`src/rtl/apb_arbiter.sv`:
```
// rtl/apb_arbiter.sv - round-robin two-requester APB master; optional ACCESS timeout via APB_ARB_TIMEOUT_EN
module apb_arbiter #(
  parameter int unsigned TIMEOUT  = 64,
  parameter logic [15:0] ERR_CODE = 16'h4552
) (
  input  logic        clk,
  input  logic        reset,
  input  logic [1:0]  req_i,
  input  logic [1:0]  write_i,
  input  logic [1:0]  tgt_i,
  input  logic [39:0] addr_i,
  input  logic [31:0] wdata_i,
  output logic [1:0]  gnt_o,
  output logic [1:0]  done_o,
  output logic [1:0]  err_o,
  output logic [15:0] rdata_o,
  output logic [1:0]  psel_s,
  output logic        penable_s,
  output logic        pwrite_s,
  output logic [1:0]  pstrb_s,
  output logic [19:0] paddr_s,
  output logic [15:0] pwdata_s,
  input  logic        pready_s,
  input  logic [15:0] prdata_s,
  input  logic        pslverr_s_rm,
  input  logic        pslverr_s_icn
);

  typedef enum logic [1:0] {IDLE, SETUP, ACCESS, RESP} state_t;

  state_t state;
  state_t state_nxt;
  logic   last_gnt;    // index of the requester granted most recently
  logic   winner;      // index of the requester that wins in IDLE
  logic   timed_out;
  logic   access_end;
  logic   xfer_err;

  // Lone requester wins; on a tie the one not granted last wins
  assign winner = req_i[1] & (~req_i[0] | ~last_gnt);

`ifdef APB_ARB_TIMEOUT_EN
  localparam int unsigned CW = $clog2(TIMEOUT + 1);
  logic [CW-1:0] to_cnt;

  // Count ACCESS cycles without pready; held at zero outside ACCESS so entry starts from 0
  always_ff @(posedge clk or posedge reset) begin
    if (reset) begin
      to_cnt <= '0;
    end else if (state != ACCESS) begin
      to_cnt <= '0;
    end else if (!pready_s) begin
      to_cnt <= to_cnt + 1'b1;
    end
  end

  assign timed_out = (state == ACCESS) && !pready_s && (to_cnt == CW'(TIMEOUT - 1));
`else
  logic unused_timeout;
  assign unused_timeout = (TIMEOUT == 0);
  assign timed_out      = 1'b0;
`endif

  assign access_end = pready_s | timed_out;
  // Only the selected target's slave error counts; a timeout is always an error
  assign xfer_err   = timed_out | (psel_s[1] ? pslverr_s_icn : pslverr_s_rm);

  // State register
  always_ff @(posedge clk or posedge reset) begin
    if (reset) begin
      state <= IDLE;
    end else begin
      state <= state_nxt;
    end
  end

  // Next-state logic
  always_comb begin
    state_nxt = state;
    case (state)
      IDLE:    if (|req_i) state_nxt = SETUP;
      SETUP:   state_nxt = ACCESS;
      ACCESS:  if (access_end) state_nxt = RESP;
      RESP:    state_nxt = IDLE;
      default: state_nxt = IDLE;
    endcase
  end

  // Registered outputs, updated by the transition taken out of the current state
  always_ff @(posedge clk or posedge reset) begin
    if (reset) begin
      gnt_o     <= '0;
      done_o    <= '0;
      err_o     <= '0;
      rdata_o   <= '0;
      psel_s    <= '0;
      penable_s <= 1'b0;
      pwrite_s  <= 1'b0;
      pstrb_s   <= '0;
      paddr_s   <= '0;
      pwdata_s  <= '0;
      last_gnt  <= 1'b1;
    end else begin
      done_o <= '0;
      err_o  <= '0;
      case (state)
        IDLE: begin
          if (|req_i) begin
            gnt_o     <= winner ? 2'b10 : 2'b01;
            psel_s    <= tgt_i[winner] ? 2'b10 : 2'b01;
            penable_s <= 1'b0;
            pwrite_s  <= write_i[winner];
            pstrb_s   <= write_i[winner] ? 2'b11 : 2'b00;
            paddr_s   <= winner ? addr_i[39:20] : addr_i[19:0];
            pwdata_s  <= winner ? wdata_i[31:16] : wdata_i[15:0];
          end
        end
        SETUP: begin
          penable_s <= 1'b1;
        end
        ACCESS: begin
          if (access_end) begin
            psel_s    <= '0;
            penable_s <= 1'b0;
            done_o    <= gnt_o;
            if (xfer_err) begin
              err_o   <= gnt_o;
              rdata_o <= ERR_CODE;
            end else if (!pwrite_s) begin
              rdata_o <= prdata_s;
            end
          end
        end
        RESP: begin
          gnt_o    <= '0;
          last_gnt <= gnt_o[1];
        end
        default: ;
      endcase
    end
  end

endmodule

```
`config.mk`:
```
export PLATFORM = sky130hd
export DESIGN_NAME = apb_arbiter
export DESIGN_NICKNAME = d
export VERILOG_FILES = /design/src/rtl/apb_arbiter.sv
export SDC_FILE = /design/constraint.sdc
export NUM_CORES = 1
export LEC_CHECK = 0
export CAP_MARGIN = 25
export CORE_UTILIZATION = 30
export CTS_CLUSTER_DIAMETER = 100
export DETAILED_ROUTE_END_ITERATION = 16
export GPL_TIMING_DRIVEN = 0
export PLACE_DENSITY = 0.7
export SYNTH_ARGS = -nofsm -noshare
export SYNTH_HDL_FRONTEND = slang
export SYNTH_SLANG_ARGS = --single-unit
export TNS_END_PERCENT = 10
```
`constraint.sdc`:
```
create_clock -name clk -period 5.5 [get_ports clk]
set_clock_uncertainty 0.05 [all_clocks]
set_input_delay 0.825 -clock clk [delete_from_list [all_inputs] [get_ports clk]]
set_output_delay 0.825 -clock clk [all_outputs]
set_load 0.02 [all_outputs]
```
==> summary.md, run 1 <==
| Metric | Value |
|---|---|
| Status | completed |
| Die height | 101 um |
| Chip Width | 101 um |
| Post-DR wirelength/cell | 16.0 um |
| Largest net degree at the start of global routing | 35 |
| P&R area growth vs syn | 68.2% |
| Worst r2r path cells | 7 |
| Gp weighted congestion | 0.734 |
| Antenna diodes | 0 |
| Min-Delay Path Depth | 1 |
| Hold EP | rdata_o[4]$_DFFE_PP0P_ |
| Finished Layout Cells | 549 |
| DP Wirelength | 6620 um |
| Slew Viols, Final | 0 |
| Max Cap Viol | 0 |
| Clk pin slew, worst setup/hold paths | 0.07 ns |
| Ys async rst share | 100% |
| Hold WS | 0.459 ns |
| Max VDD drop | 0.245 mV |
| H-tree levels | 3 |
| Worst relative slew slack | 52.3% |
| Post-CTS Resized | 0 |
| Worst setup SP type | register |
| Syn_nets | 344 |
| Root Buffer | clkbuf_8 |
| Cell Rows | 35 |
| Sequential fraction of the synthesis area | 55.2% |
| Synthesized instance count | 241 |
| Worst hold path class | register to register |
| Comb pwr share | 51.8% |
| RR Endpoint | psel_s[1]$_DFFE_PP0P_ |
| Total number of yosys warnings | 0 |
| Clock Tree Buf Depth | 2 |
| RSZ-0062 raised after global routing | false |
| Data arrival time of the critical path | 1.55 ns |
| Routed wire length | 8780 um |
| Via count | 2615 |
| Top-area cell type share of the netlist area | 54.3% |
| Clock share of power | 16.6% |
| Total CTS buffers | 9 |
| Post-DP Area | 4750 um^2 |
| Iteration-0 DRC count of the detailed router | 83 |
| Core ar. | 9370 um^2 |
| Post-CTS Setup Inserts | 0 |
| Fin crit share | 44.2% |
| Ys flop type | dfrtp_1 |
| Reg power frac | 31.6% |
| DP Cell Count | 533 |
| Netlist cell types | 30 |
| Worst-Skew Late Latency | 0.33 ns |
| Switching Fraction | 36.8% |
| Avg Synthesized Cell Area | 12.2 um^2 |
| First-pass DRT Iterations | 6 |
| # setup viols final | 0 |
| Residual DRC | 0 |
| Crit path max fanout | 5 |
| NetSw | 0.945 mW |
| Commonest cells post-synth | 64 x dfrtp_1, 40 x and3_1, 37 x a221o_1 |
| Crit path time final | 2.43 ns |
| Post-route cell area | 4960 um^2 |
| First-pass GRT wire length | 13400 um |
| Ratio of cells with drive above 1 in the final layout | 9.76% |
| Starting Density | 31.5% |
| Worst slew pin tran | 0.715 ns |
| Vias per cell | 4.76 |
| Hold Fails Final Rpt | 0 |
| Max Fclk | 0.412 GHz |
| Fin nets | 518 |
| Sum Neg Setup Slack | 0 ns |
| Critical path required time | 4.62 ns |
| Most frequent cell after synthesis | dfrtp_1 |
| Post-Syn Area | 2950 um^2 |
| RR Startpoint | state[0]$_DFFE_PP0P_ |
| Die footprint | 10200 um^2 |
| Area leader, netlist | dfrtp_1 |
| P per Cell Area | 518 nW/um^2 |
| Utilization after layout | 52.9% |
| Total congestion overflow | 0 |
| Critical path class | register to output port |
| Crit end category | output port |
| Hold Path Origin | rdata_o[4]$_DFFE_PP0P_ |
| GRT Overall Usage | 17.3% |
| CTS tree | done |
| Clk sinks | 65 |
| Number of top-level pins | 163 |
| Post-CTS Hold Buffers | 0 |
| Number of synthesized register bits | 65 |
| Synth area leaders | dfrtp_1 54%, a221o_1 13%, and3_1 8.5%, mux2i_1 3.7%, mux2_2 3.4% |
| Number of synthesized flops with an enable pin | 0 |
| ANT nets after route | 0 |
| Worst reg2reg setup slack | 3.47 ns |
| PortBufs | 162 |
| Leakage Power | 2.21 nW |
| Vias in the first global route | 2682 |
| Cell Int Power | 1.62 mW |
| Initial antenna violation count | 0 |
state kept, by name, indices dropped and copies added (netlist names), 2 cells and up:
signal	cells
gnt_o	2
psel_s	2
done_o	2
paddr_s	20
pwdata_s	16
state	2
rdata_o	16
err_o	2
placed cells by master (no fill, tap or decap), types with 2 or more instances in the layout:
cell / synthesis / routed
mux2_2: 9 / 9
buf_6: 3 / 3
or2b_1: 3 / 3
mux2i_1: 11 / 11
ha_1: 4 / 4
clkbuf_1: 8 / 10
nor2b_1: 4 / 4
a221o_1: 37 / 37
and3_1: 40 / 40
nand2_1: 11 / 11
a211oi_1: 2 / 2
buf_4: 2 / 2
dfrtp_1: 64 / 64
clkdlybuf4s50_1: 0 / 162
nand2b_1: 4 / 4
buf_2: 7 / 7
clkbuf_8: 0 / 12
nor2_1: 4 / 4
inv_1: 15 / 14
per-layer routing:
metal	vias up	routed length, um	GRT usage [%]
met4	0	149	6.13
li1	1236	-	-
met3	13	576	4.99
met5	-	0	0
met1	1268	3610	20.5
met2	98	4440	30.0
cell type report:
class	instances	area, um^2
Tap cell	129	161
Fill cell	870	4410
Sequential cell	65	1630
Inverter	15	56.3
Multi-Input combinational cell	140	1130
Buffer	21	129
Clock inverter	2	35.0
Clock buffer	14	173
Timing Repair Buffer	163	1640
cells by family (layout without fill, tap and decap cells):
| family | after synthesis | after routing | share of synthesized area, % |
|---|---|---|---|
| adders and majority gates | 4 | 4 | 1.70 |
| and+or+nand+nor | 66 | 66 | 12.9 |
| buffers and inverters | 36 | 215 | 6.28 |
| AOI/OAI and AO/OA | 49 | 49 | 16.0 |
| DFF | 65 | 65 | 55.2 |
| muxes | 21 | 21 | 7.94 |
power groups by stage:
stage                     clock network, mW  logic, mW  registers (mW)
after floorplan                           0      0.498            1.03
after global placement                    0       1.32           0.809
after detailed placement                  0       1.35           0.815
after CTS                             0.435       1.35           0.813
after global routing                  0.458       1.42           0.836
final                                 0.426       1.33           0.811
critical path, stage by stage (launching register included):
cell,delay (ns)
dfrtp_1,0.48
buf_4,0.15
clkdlybuf4s50_1,0.59
worst max-delay path by stage:
stage	startpoint	to	slack, ns	depth (start not counted)
6_report	pstrb_s[0]$_DFFE_PP0P_	pstrb_s[1]	3.07	2
5_1_grt	pstrb_s[0]$_DFFE_PP0P_	pstrb_s[1]	3.00	2
4_1_cts	pstrb_s[0]$_DFFE_PP0P_	pstrb_s[1]	3.04	2
3_5_place_dp	req_i[0]	pwdata_s[8]$_DFFE_PP0P_	2.81	5
3_3_place_gp	reset	paddr_s[13]$_DFFE_PP0P_	1.82	2
2_1_floorplan	reset	done_o[0]$_DFF_PP0_	3.00	1
through the flow:
step | power [mW] | setup WS (ns)
floorplan | 1.53 | 3.00
global placement | 2.12 | 1.82
detailed placement | 2.16 | 2.81
CTS | 2.59 | 3.04
global route | 2.72 | 3.00
finish | 2.57 | 3.07
No activity file was read; power rests on OpenSTA's default activity.
==> run 2, diff against run 1 <==
- clock period: 5.5 -> 2.3 ns (I/O delays scaled with it)
==> results of run 2 <==
The final DEF is identical to that of run 1. Status: completed.
Among the figures that moved: setup slack after placement 2.81 ns -> 0.0901 ns; setup slack after layout 3.07 ns -> 0.268 ns; hold slack 0.459 ns -> 0.399 ns; start point of the critical path pstrb_s[0]$_DFFE_PP0P_ -> state[0]$_DFFE_PP0P_; end point of the critical path pstrb_s[1] -> psel_s[1]$_DFFE_PP0P_; register-to-register setup slack 3.47 ns -> 0.27 ns; total power 2.57 mW -> 6.14 mW; worst IR drop on VDD 0.245 mV -> 0.585 mV
==> run 3, diff against run 2 <==
- DONT_BUFFER_PORTS: unset -> 1
- PLACE_DENSITY: 0.7 -> 0.49
- clock period: 2.3 -> 2.5 ns (I/O delays scaled with it)
==> summary.md, run 3 (synthesized netlist as in run 1, its figures left out) <==
| Metric | Value |
|---|---|
| NetSw | 1.93 mW |
| Crit end category | register |
| Via count | 2042 |
| RSZ-0062 raised after global routing | false |
| Die footprint | 10200 um^2 |
| Comb pwr share | 28.6% |
| Worst r2r path cells | 7 |
| Routed wire length | 7620 um |
| WP buf/inv | 3 |
| H-tree levels | 3 |
| GRT Overall Usage | 15.1% |
| Post-CTS Hold Buffers | 0 |
| Post-CTS Setup Inserts | 0 |
| Cell Int Power | 2.76 mW |
| PortBufs | 0 |
| Clock Tree Buf Depth | 2 |
| Critical path required time | 2.65 ns |
| Data arrival time of the critical path | 2.17 ns |
| CP delay by family, top | buffers and inverters |
| Most frequent cells in the layout | 64 x dfrtp_1, 40 x and3_1, 37 x a221o_1 |
| P&R area growth vs syn | 12.7% |
| Hold WS | 0.00862 ns |
| Fin nets | 355 |
| Reg power frac | 50.6% |
| RR Endpoint | psel_s[1]$_DFFE_PP0P_ |
| Biggest regs | paddr_s x20, pwdata_s x16, rdata_o x16 |
| Crit path time final | 2.02 ns |
| Clk sinks | 65 |
| Hold Fails Final Rpt | 0 |
| P per Cell Area | 1410 nW/um^2 |
| Max VDD drop | 0.454 mV |
| RR Startpoint | state[0]$_DFFE_PP0P_ |
| CP cell instances | inv_1 -> ha_1 -> buf_2 -> clkbuf_1 -> nor2_1 -> a211oi_1 -> o32ai_1 |
| Switching Fraction | 41.1% |
| Post-CTS Resized | 0 |
| Iteration-0 DRC count of the detailed router | 74 |
| Worst-Skew Late Latency | 0.33 ns |
| First-pass DRT Iterations | 4 |
| Leakage Power | 1.58 nW |
| Clock share of power | 20.8% |
| Post-DR wirelength/cell | 19.8 um |
| Post-route cell area | 3320 um^2 |
| Commonest non-fill, non-tap cell in the layout | dfrtp_1 |
| Root Buffer | clkbuf_8 |
| Fin crit share | 80.7% |
| Max Cap Viol | 0 |
| DP Wirelength | 5460 um |
| Largest net degree at the start of global routing | 66 |
| CTS tree | done |
| CP peak stage delay | 0.43 ns |
| Cell Rows | 35 |
| Total CTS buffers | 9 |
| Slowest CP cell | clkbuf_1 |
| Antenna diodes | 0 |
| Worst slew pin tran | 0.814 ns |
| Residual DRC | 0 |
| Critical path class | register to register |
| Core ar. | 9370 um^2 |
| ANT nets after route | 0 |
| Vias per cell | 5.30 |
| Worst setup SP type | register |
| Post-DP Area | 3110 um^2 |
| Initial antenna violation count | 0 |
| Max Fclk | 0.496 GHz |
| Worst relative slew slack | 45.7% |
| Clk pin slew, worst setup/hold paths | 0.07 ns |
| Worst hold path class | primary input to async pin |
| # setup viols final | 0 |
| Gp weighted congestion | 0.742 |
| Worst reg2reg setup slack | 0.48 ns |
| First-pass GRT wire length | 11200 um |
| Ratio of cells with drive above 1 in the final layout | 15.2% |
| Die height | 101 um |
| Slew Viols, Final | 0 |
| Crit path max fanout | 10 |
| Chip Width | 101 um |
| Vias in the first global route | 2036 |
| Starting Density | 31.5% |
| Total congestion overflow | 0 |
| Largest register FFs | 20 |
| Reg with most FFs | paddr_s |
| Status | completed |
| Number of top-level pins | 163 |
-- run 3: changes by cell type in the layout (fill, tap and decap cells not counted), sizes merged --
cell           delta
clkbuf            -2
clkdlybuf4s50   -162
buf               -1
bufinv            +1
-- run 3: worst max-delay path by stage --
stage                                    start                     to  slack, ns  cells past startpoint
after CTS                 state[0]$_DFFE_PP0P_  psel_s[1]$_DFFE_PP0P_       0.43                      7
after global placement                   reset    done_o[0]$_DFF_PP0_      -0.38                      1
after global routing      state[0]$_DFFE_PP0P_  psel_s[1]$_DFFE_PP0P_       0.23                      7
final                     state[0]$_DFFE_PP0P_  psel_s[1]$_DFFE_PP0P_       0.48                      7
after floorplan                          reset    done_o[0]$_DFF_PP0_       0.45                      1
after detailed placement  state[0]$_DFFE_PP0P_  psel_s[1]$_DFFE_PP0P_       0.46                      7
-- run 3: layout make-up --
class,instances,area [um^2]
plain buffers,21,129
flip-flops and latches,65,1630
clock buffers,12,145
multi-input cells,140,1130
clock inverters,3,65.1
well taps,129,161
inverters,15,58.8
fillers,958,6050
-- run 3: per-stage QoR --
step / worst slack, ns / setup TNS, ns / instances / power (mW) / utilization (%)
3_3_place_gp: -0.379 / -24.02 / 370 / 3.73 / 33.2
6_report: 0.483 / 0 / 385 / 4.69 / 35.4
3_5_place_dp: 0.458 / 0 / 370 / 3.76 / 33.2
2_1_floorplan: 0.450 / 0 / 241 / 3.37 / -
4_1_cts: 0.433 / 0 / 385 / 4.76 / 35.4
5_1_grt: 0.228 / 0 / 385 / 5.00 / 35.4
-- run 3: power groups by stage --
stage                     logic (mW)  registers [mW]  clock network (mW)
after floorplan                 1.10            2.28                   0
after global placement          1.32            2.40                   0
after detailed placement        1.37            2.40                   0
after CTS                       1.36            2.38                1.01
after global routing            1.50            2.44                1.07
final                           1.34            2.37               0.977
-- run 3: routing by layer --
| layer | vias up | part of all wire, % | global-route usage [%] |
|---|---|---|---|
| li1 | 912 | - | - |
| met4 | 0 | 1.5 | 6.13 |
| met5 | - | 0 | 0 |
| met1 | 1016 | 40 | 18.1 |
| met2 | 104 | 49 | 24.0 |
| met3 | 10 | 9.3 | 6.17 |
